==> config.mk <==
export PLATFORM = sky130hd
export DESIGN_NAME = rw_pulse_timer
export DESIGN_NICKNAME = d
export VERILOG_FILES = /design/src/rtl/rw_pulse_timer.sv
export SDC_FILE = /design/constraint.sdc
export NUM_CORES = 1
export LEC_CHECK = 0
export ABC_AREA = 1
export BUFFER_PORTS_ARGS = -buffer_cell sky130_fd_sc_hd__buf_2
export CAP_MARGIN = 15
export CORE_ASPECT_RATIO = 0.5
export CORE_MARGIN = 2
export CORE_UTILIZATION = 40
export DETAILED_ROUTE_END_ITERATION = 10
export GPL_ROUTABILITY_DRIVEN = 0
export SYNTH_ARGS = -nofsm -noshare
export SYNTH_HDL_FRONTEND = slang
export SYNTH_SLANG_ARGS = --single-unit
==> constraint.sdc <==
create_clock -name clk -period 3.15 [get_ports clk]
set_input_delay 0 -clock clk [delete_from_list [all_inputs] [get_ports clk]]
set_output_delay 0 -clock clk [all_outputs]
set_load 0.03 [all_outputs]
==> src/rtl/rw_pulse_timer.sv <==
// ============================================================================
// Module   : rw_pulse_timer
// Purpose  : Wordline / sense-amp pulse sequencer for one SRAM access, timed
//            from an external up-counter.
// Revision : 1.0 - initial release
// ============================================================================
`default_nettype none

module rw_pulse_timer #(
  parameter int WIDTH = 12
) (
  input  logic             clk,
  input  logic             rst,
  input  logic             start,
  input  logic [WIDTH-1:0] t_wl_on,
  input  logic [WIDTH-1:0] t_sae,
  input  logic [WIDTH-1:0] t_end,
  input  logic [WIDTH-1:0] value,
  output logic             cnt_en,
  output logic             cnt_rst,
  output logic             wl_en,
  output logic             sae,
  output logic             busy,
  output logic             done,
  output logic             cfg_err
);

  typedef enum logic [1:0] {
    IDLE = 2'd0,
    RUN  = 2'd1,
    DONE = 2'd2
  } state_t;

  state_t           state_q, state_d;
  logic             wl_en_q, wl_en_d;
  logic             sae_q, sae_d;
  logic             cfg_err_q, cfg_err_d;
  logic [WIDTH-1:0] t_wl_on_q, t_wl_on_d;
  logic [WIDTH-1:0] t_sae_q, t_sae_d;
  logic [WIDTH-1:0] t_end_q, t_end_d;

  logic             cfg_ok;

  assign cfg_ok = (t_wl_on < t_sae) && (t_sae < t_end);

  always_comb begin
    state_d   = state_q;
    wl_en_d   = 1'b0;
    sae_d     = 1'b0;
    cfg_err_d = 1'b0;
    t_wl_on_d = t_wl_on_q;
    t_sae_d   = t_sae_q;
    t_end_d   = t_end_q;

    case (state_q)
      IDLE: begin
        if (start) begin
          if (cfg_ok) begin
            t_wl_on_d = t_wl_on;
            t_sae_d   = t_sae;
            t_end_d   = t_end;
            state_d   = RUN;
          end else begin
            cfg_err_d = 1'b1;
          end
        end
      end
      RUN: begin
        // Pulse windows use only the latched thresholds, so the live inputs
        // may change freely while an access is in flight.
        wl_en_d = (value >= t_wl_on_q) && (value < t_sae_q);
        sae_d   = (value >= t_sae_q) && (value < t_end_q);
        if (value == t_end_q) begin
          wl_en_d = 1'b0;
          sae_d   = 1'b0;
          state_d = DONE;
        end
      end
      DONE: begin
        state_d = IDLE;
      end
      default: begin
        state_d = IDLE;
      end
    endcase
  end

  always_ff @(posedge clk) begin
    if (rst) begin
      state_q   <= IDLE;
      wl_en_q   <= 1'b0;
      sae_q     <= 1'b0;
      cfg_err_q <= 1'b0;
      t_wl_on_q <= '0;
      t_sae_q   <= '0;
      t_end_q   <= '0;
    end else begin
      state_q   <= state_d;
      wl_en_q   <= wl_en_d;
      sae_q     <= sae_d;
      cfg_err_q <= cfg_err_d;
      t_wl_on_q <= t_wl_on_d;
      t_sae_q   <= t_sae_d;
      t_end_q   <= t_end_d;
    end
  end

  // Counter is held in reset whenever no access runs, so it reads 0 on the
  // first RUN cycle.
  assign cnt_en  = (state_q == RUN);
  assign cnt_rst = rst | (state_q != RUN);
  assign busy    = (state_q == RUN);
  assign done    = (state_q == DONE);
  assign wl_en   = wl_en_q;
  assign sae     = sae_q;
  assign cfg_err = cfg_err_q;

endmodule

`default_nettype wire

=== After elaboration in Yosys (flattened, before gate mapping) ===
Index checks and enable logic that the tools add are counted.

* Reductions and logical operators: 8
* Bitwise operators: 4
* Mux-type cells: 5
* $lt $le $gt $ge: 6
* Eq/ne operators: 7

{| class="wikitable"
|+ Operators by type and width
! kind !! count
|-
| 12-bit less-than comparator || 4
|-
| 12-bit greater-or-equal comparator || 2
|-
| 12-bit equality test || 1
|-
| 2-bit two-way mux || 3
|-
| 3-bit AND reduction || 2
|-
| 3-bit OR reduction || 2
|-
| 2-bit by 1-bit inequality test with 1-bit output (second input constant) || 2
|-
| 2-bit inequality test (second input constant) || 2
|-
| 2-bit case mux with 2 select lines || 1
|-
| 1-bit logical AND || 3
|-
| 1-bit inverter || 3
|-
| 2-bit by 1-bit equality test with 1-bit output (second input constant) || 1
|-
| 2-bit equality test (second input constant) || 1
|-
| 2-bit zero test || 1
|-
| 1-bit two-way mux || 1
|-
| 1-bit bitwise OR || 1
|}

* Logic and storage cells: 37
* Input port bits: 51
* Register bits after elaboration: 41
* Output and inout port bits: 7

=== Logic depth before layout (Yosys ltp) ===
* Word-level depth: 5
* Mapped depth: 14
* Depth with buffers taken out: 12

=== Least setup slack after synthesis ===
No wires, ideal clock.

* Kind: register to register
* Start: register state_q[0]
* End: register wl_en_q (netlist: wl_en)
* Stages on the path, launching flop included: 6
* Path slack: 1.644 ns
* Path buffers: 0
* Data arrival time: 1.442 ns
* Library setup time: 0.064 ns
* Period minus slack after synthesis: 1.506 ns
* Cell sequence: dfxtp_1 -> inv_1 -> nor2_1 -> nand3_1 -> or2_2 -> nor2_1

* Cells in the longest elaborated chain, start to end: 3

{| class="wikitable"
|+ RTL lines
! item !! RTL line !! text
|-
| start: declaration || 34 || <nowiki>state_t state_q, state_d;</nowiki>
|-
| start signal: assignment || 98 || <nowiki>state_q <= state_d;</nowiki>
|-
| 2-bit by 1-bit equality test with 1-bit output || - ||
|-
| via busy || 23 || <nowiki>output logic busy,</nowiki>
|-
| 1-bit inverter (no line) || - ||
|-
| 3-bit OR reduction (no line) || - ||
|-
| end signal: assignment || 99 || <nowiki>wl_en_q <= wl_en_d;</nowiki>
|-
| end: declaration || 35 || <nowiki>logic wl_en_q, wl_en_d;</nowiki>
|}

The timed path passes the listed nets, and every way through them passes these cells.
A chain may end at the register's enable or synchronous reset.

=== Worst setup path after layout ===
* Start: input t_sae[11]
* End: register t_end_q[3]

* Cells in the longest elaborated chain, start to end: 3
* Elaborated cells between the ends (all ways): 4

{| class="wikitable"
|+ RTL lines
! item !! RTL line !! text
|-
| start: declaration || 16 || <nowiki>input logic [WIDTH-1:0] t_sae,</nowiki>
|-
| 12-bit less-than comparator || 44 || <nowiki>assign cfg_ok = (t_wl_on < t_sae) && (t_sae < t_end);</nowiki>
|-
| 1-bit logical AND (*) || 44 ||
|-
| 3-bit AND reduction (no line) (*) || - ||
|-
| end signal: assignment || 104 || <nowiki>t_end_q <= t_end_d;</nowiki>
|-
| end: declaration || 40 || <nowiki>logic [WIDTH-1:0] t_end_q, t_end_d;</nowiki>
|}

Every way passes the cells marked *; elsewhere a longest branch is shown, timed or not.

==> metrics.md <==
| Metric | Value |
|---|---|
| Hold crit path type | `in -> reg` |
| Worst hold slack | `-0.00396 ns` |
| Ant diodes | `0` |
| Pwr Total | `1590 uW` |
| Cells after Synth | `487` |
| Vias per cell | `4.53` |
| Syn_area_per_cell | `6.63 um2` |
| CP Launch Point | `t_sae[11]` |
| Final net count | `approximately 650` |
| H-tree Lvls | `2` |
| Post-cts resize count | `0` |
| Critical path type | `in -> reg` |
| Share of cells above drive strength 1 | `between 10% and 20%` |
| Post-Syn Nets | `between 500 and 600` |
| Tmin final | `~1.7 ns` |
| PortBufs | `57` |
| Worst EP arrival | `1.87 ns` |
| Post-DRT Antenna Nets | `0` |
| Yosys cell types | `22` |
| P_leak | `0.00195 uW` |
| Tcrit/Tclk final | `a little over half` |
| Root Driver | `clkbuf_16` |
| Synthesis Warnings | `0` |
| VDD IR max | `roughly 0.00021 V` |
| DR pass1 iterations | `4` |
| Total Wirelength | `just under 8000 um` |
| Post-CTS Setup Bufs | `0` |
| Grt ovf | `0` |
| Clk_skew | `0.00198 ns` |
| FF+latch count, synth | `a little over 40` |
| I/O pin cnt | `just under 60` |
| Vias in the first global route | `~2600` |
| DIE AREA | `approximately 9000 um2` |
| Reg clk slew, reported paths | `roughly 0.060 ns` |
| Reg-to-Reg Start | `t_end_q[11]` |
| Initial core utilization | `roughly 41%` |
| Max Slew Vio Count | `0` |
| Post-route insts no fill | `648` |
| Initial antenna violation count | `0` |
| Status | `finished, violations left` |
| Total negative slack | `0 ns` |
| CTS Buffer Depth | `2` |
| Slew @ Worst Pin | `0.479 ns` |
| Failing checks | `hold timing` |
| Core Rows | `23` |
| HPWL after DPL | `6330 um` |
| Commonest cells after routing, fill and taps aside | `nand2_1 (99), inv_1 (92), a21oi_1 (58), ha_1 (58), buf_2 (57)` |
| Register Area | `821 um2` |
| Detailed-route wire length per cell | `~12 um` |
| HP Start | `start` |
| Register area share after synthesis | `roughly a quarter` |
| 1st-iter DRT viols | `between 150 and 200` |
| DRC | `0` |
| Total track usage | `a little under a fifth` |
| CP required | `~3.3 ns` |
| Design Area, Final | `3740 um2` |
| Pwr/cell area | `425 nW/um2` |
| Most common cell after layout, fill and taps aside | `nand2_1` |
| First-pass GRT wire length | `between 10000 and 15000 um` |
| Routed vias | `between 2000 and 3000` |
| # hold bufs at CTS | `1` |
| Slew headroom | `68.0%` |
| Layout fillers | `approximately 850` |
| RSZ-0062 raised after global routing | `false` |
| Clock net sink count | `41` |
| Max Cap Viol | `0` |
| Num CTS Buffers | `5` |
| Final setup vio count | `0` |
| Multi-input logic area | `between 1500 and 2000 um2` |
| Worst Setup End Kind | `register` |
| Placed inst area | `3580 um2` |
| Die height | `slightly below 70 um` |
| Placeable Area | `~8000 um2` |
| CTS tree | `yes` |
| Worst-Skew Late Latency | `a little under 0.3 ns` |
| Placed cells | `between 600 and 700` |
| Max frequency | `approximately 600 MHz` |
| Critical Path Source Type | `primary input` |
| CP Max Fanout | `41` |
| Mapped Area | `3230 um2` |
| Final hold vios | `1` |
| Pin count of the biggest net entering global routing | `74` |
| Chip width | `about 130 um` |
| Area Growth Syn to Fin | `15.8%` |
[path summary, 6_finish.rpt]
check / end / slack, ns / cells past startpoint
setup / recovery: t_end_q[3] / 1.47 / 14
hold / removal: cfg_err / -0.004 / 3
setup reg to reg: sae / 1.49 / 9
hold reg to reg: t_end_q[3] / 0.48 / 2
[per-layer routing]
metal	global-route usage (%)	wire length, um	vias to the layer above
met3	4.44	372	5
met1	30.0	4470	1232
met2	25.7	3000	63
li1	-	-	1636
met5	0	0	-
met4	2.79	59	0
[where the power goes]
group	internal (uW)	leakage, uW	switching [uW]
Combinational	185	0.00154	291
Clock	310	0.0000690	205
Sequential	567	0.000336	28.0
[synth_stat cells, drive strengths merged]
master  count  share of area, %
nand2      99                12
inv        95                11
a21oi      58               9.0
ha         58                22
nor2       53               6.2
nand3      43               6.7
dfxtp      41                25
buf        15               3.5
o21ai       8               1.2
clkbuf      5              0.58
nor3        4              0.62
nand4       3              0.58
a21boi      1              0.23
a31oi       1              0.19
nor4        1              0.19
o211ai      1              0.23
or2         1              0.19
[flip-flops by register name, summed over array words and instances (netlist names)]
register,cells
state_q,2
wl_en,1
t_wl_on_q,12
t_sae_q,12
cfg_err,1
sae,1
t_end_q,12
[through the flow]
step | hold WS (ns) | util (%) | setup WS, ns
floorplan | 0.0783 | - | 1.64
global placement | 0.185 | 45.2 | 1.21
detailed placement | 0.185 | 45.2 | 1.18
CTS | 0.00141 | 47.2 | 1.47
global route | 0.0310 | 47.2 | 1.26
finish | -0.00396 | 47.2 | 1.47
[worst max-delay path: stages]
cell and delay [ns]:
buf_2 0.09, inv_1 0.05, ha_1 0.28, nand2_1 0.13, inv_2 0.04, nand2_1 0.05, nand2_1 0.04, a21oi_1 0.11
nand2_1 0.10, nor2_4 0.39, buf_12 0.28, nand3_1 0.17, nand2_1 0.09, nor2_1 0.04
[layout make-up]
type	instances	area share, %
Clock buffer	6	3.72
Clock inverter	1	0.201
Inverter	95	9.54
Multi-Input combinational cell	331	51.4
Sequential cell	41	22.0
Tap cell	112	3.75
Timing Repair Buffer	62	9.38
[logic make-up (layout without fill, tap and decap cells)]
family / after synthesis / after routing / synth area share [%]
fa+ha+maj: 58 / 58 / 22.5
compound gates: 69 / 69 / 10.9
simple gates: 204 / 204 / 26.0
flops: 41 / 41 / 25.4
buf+inv: 115 / 164 / 15.2
No activity file was read; power rests on OpenSTA's default activity.
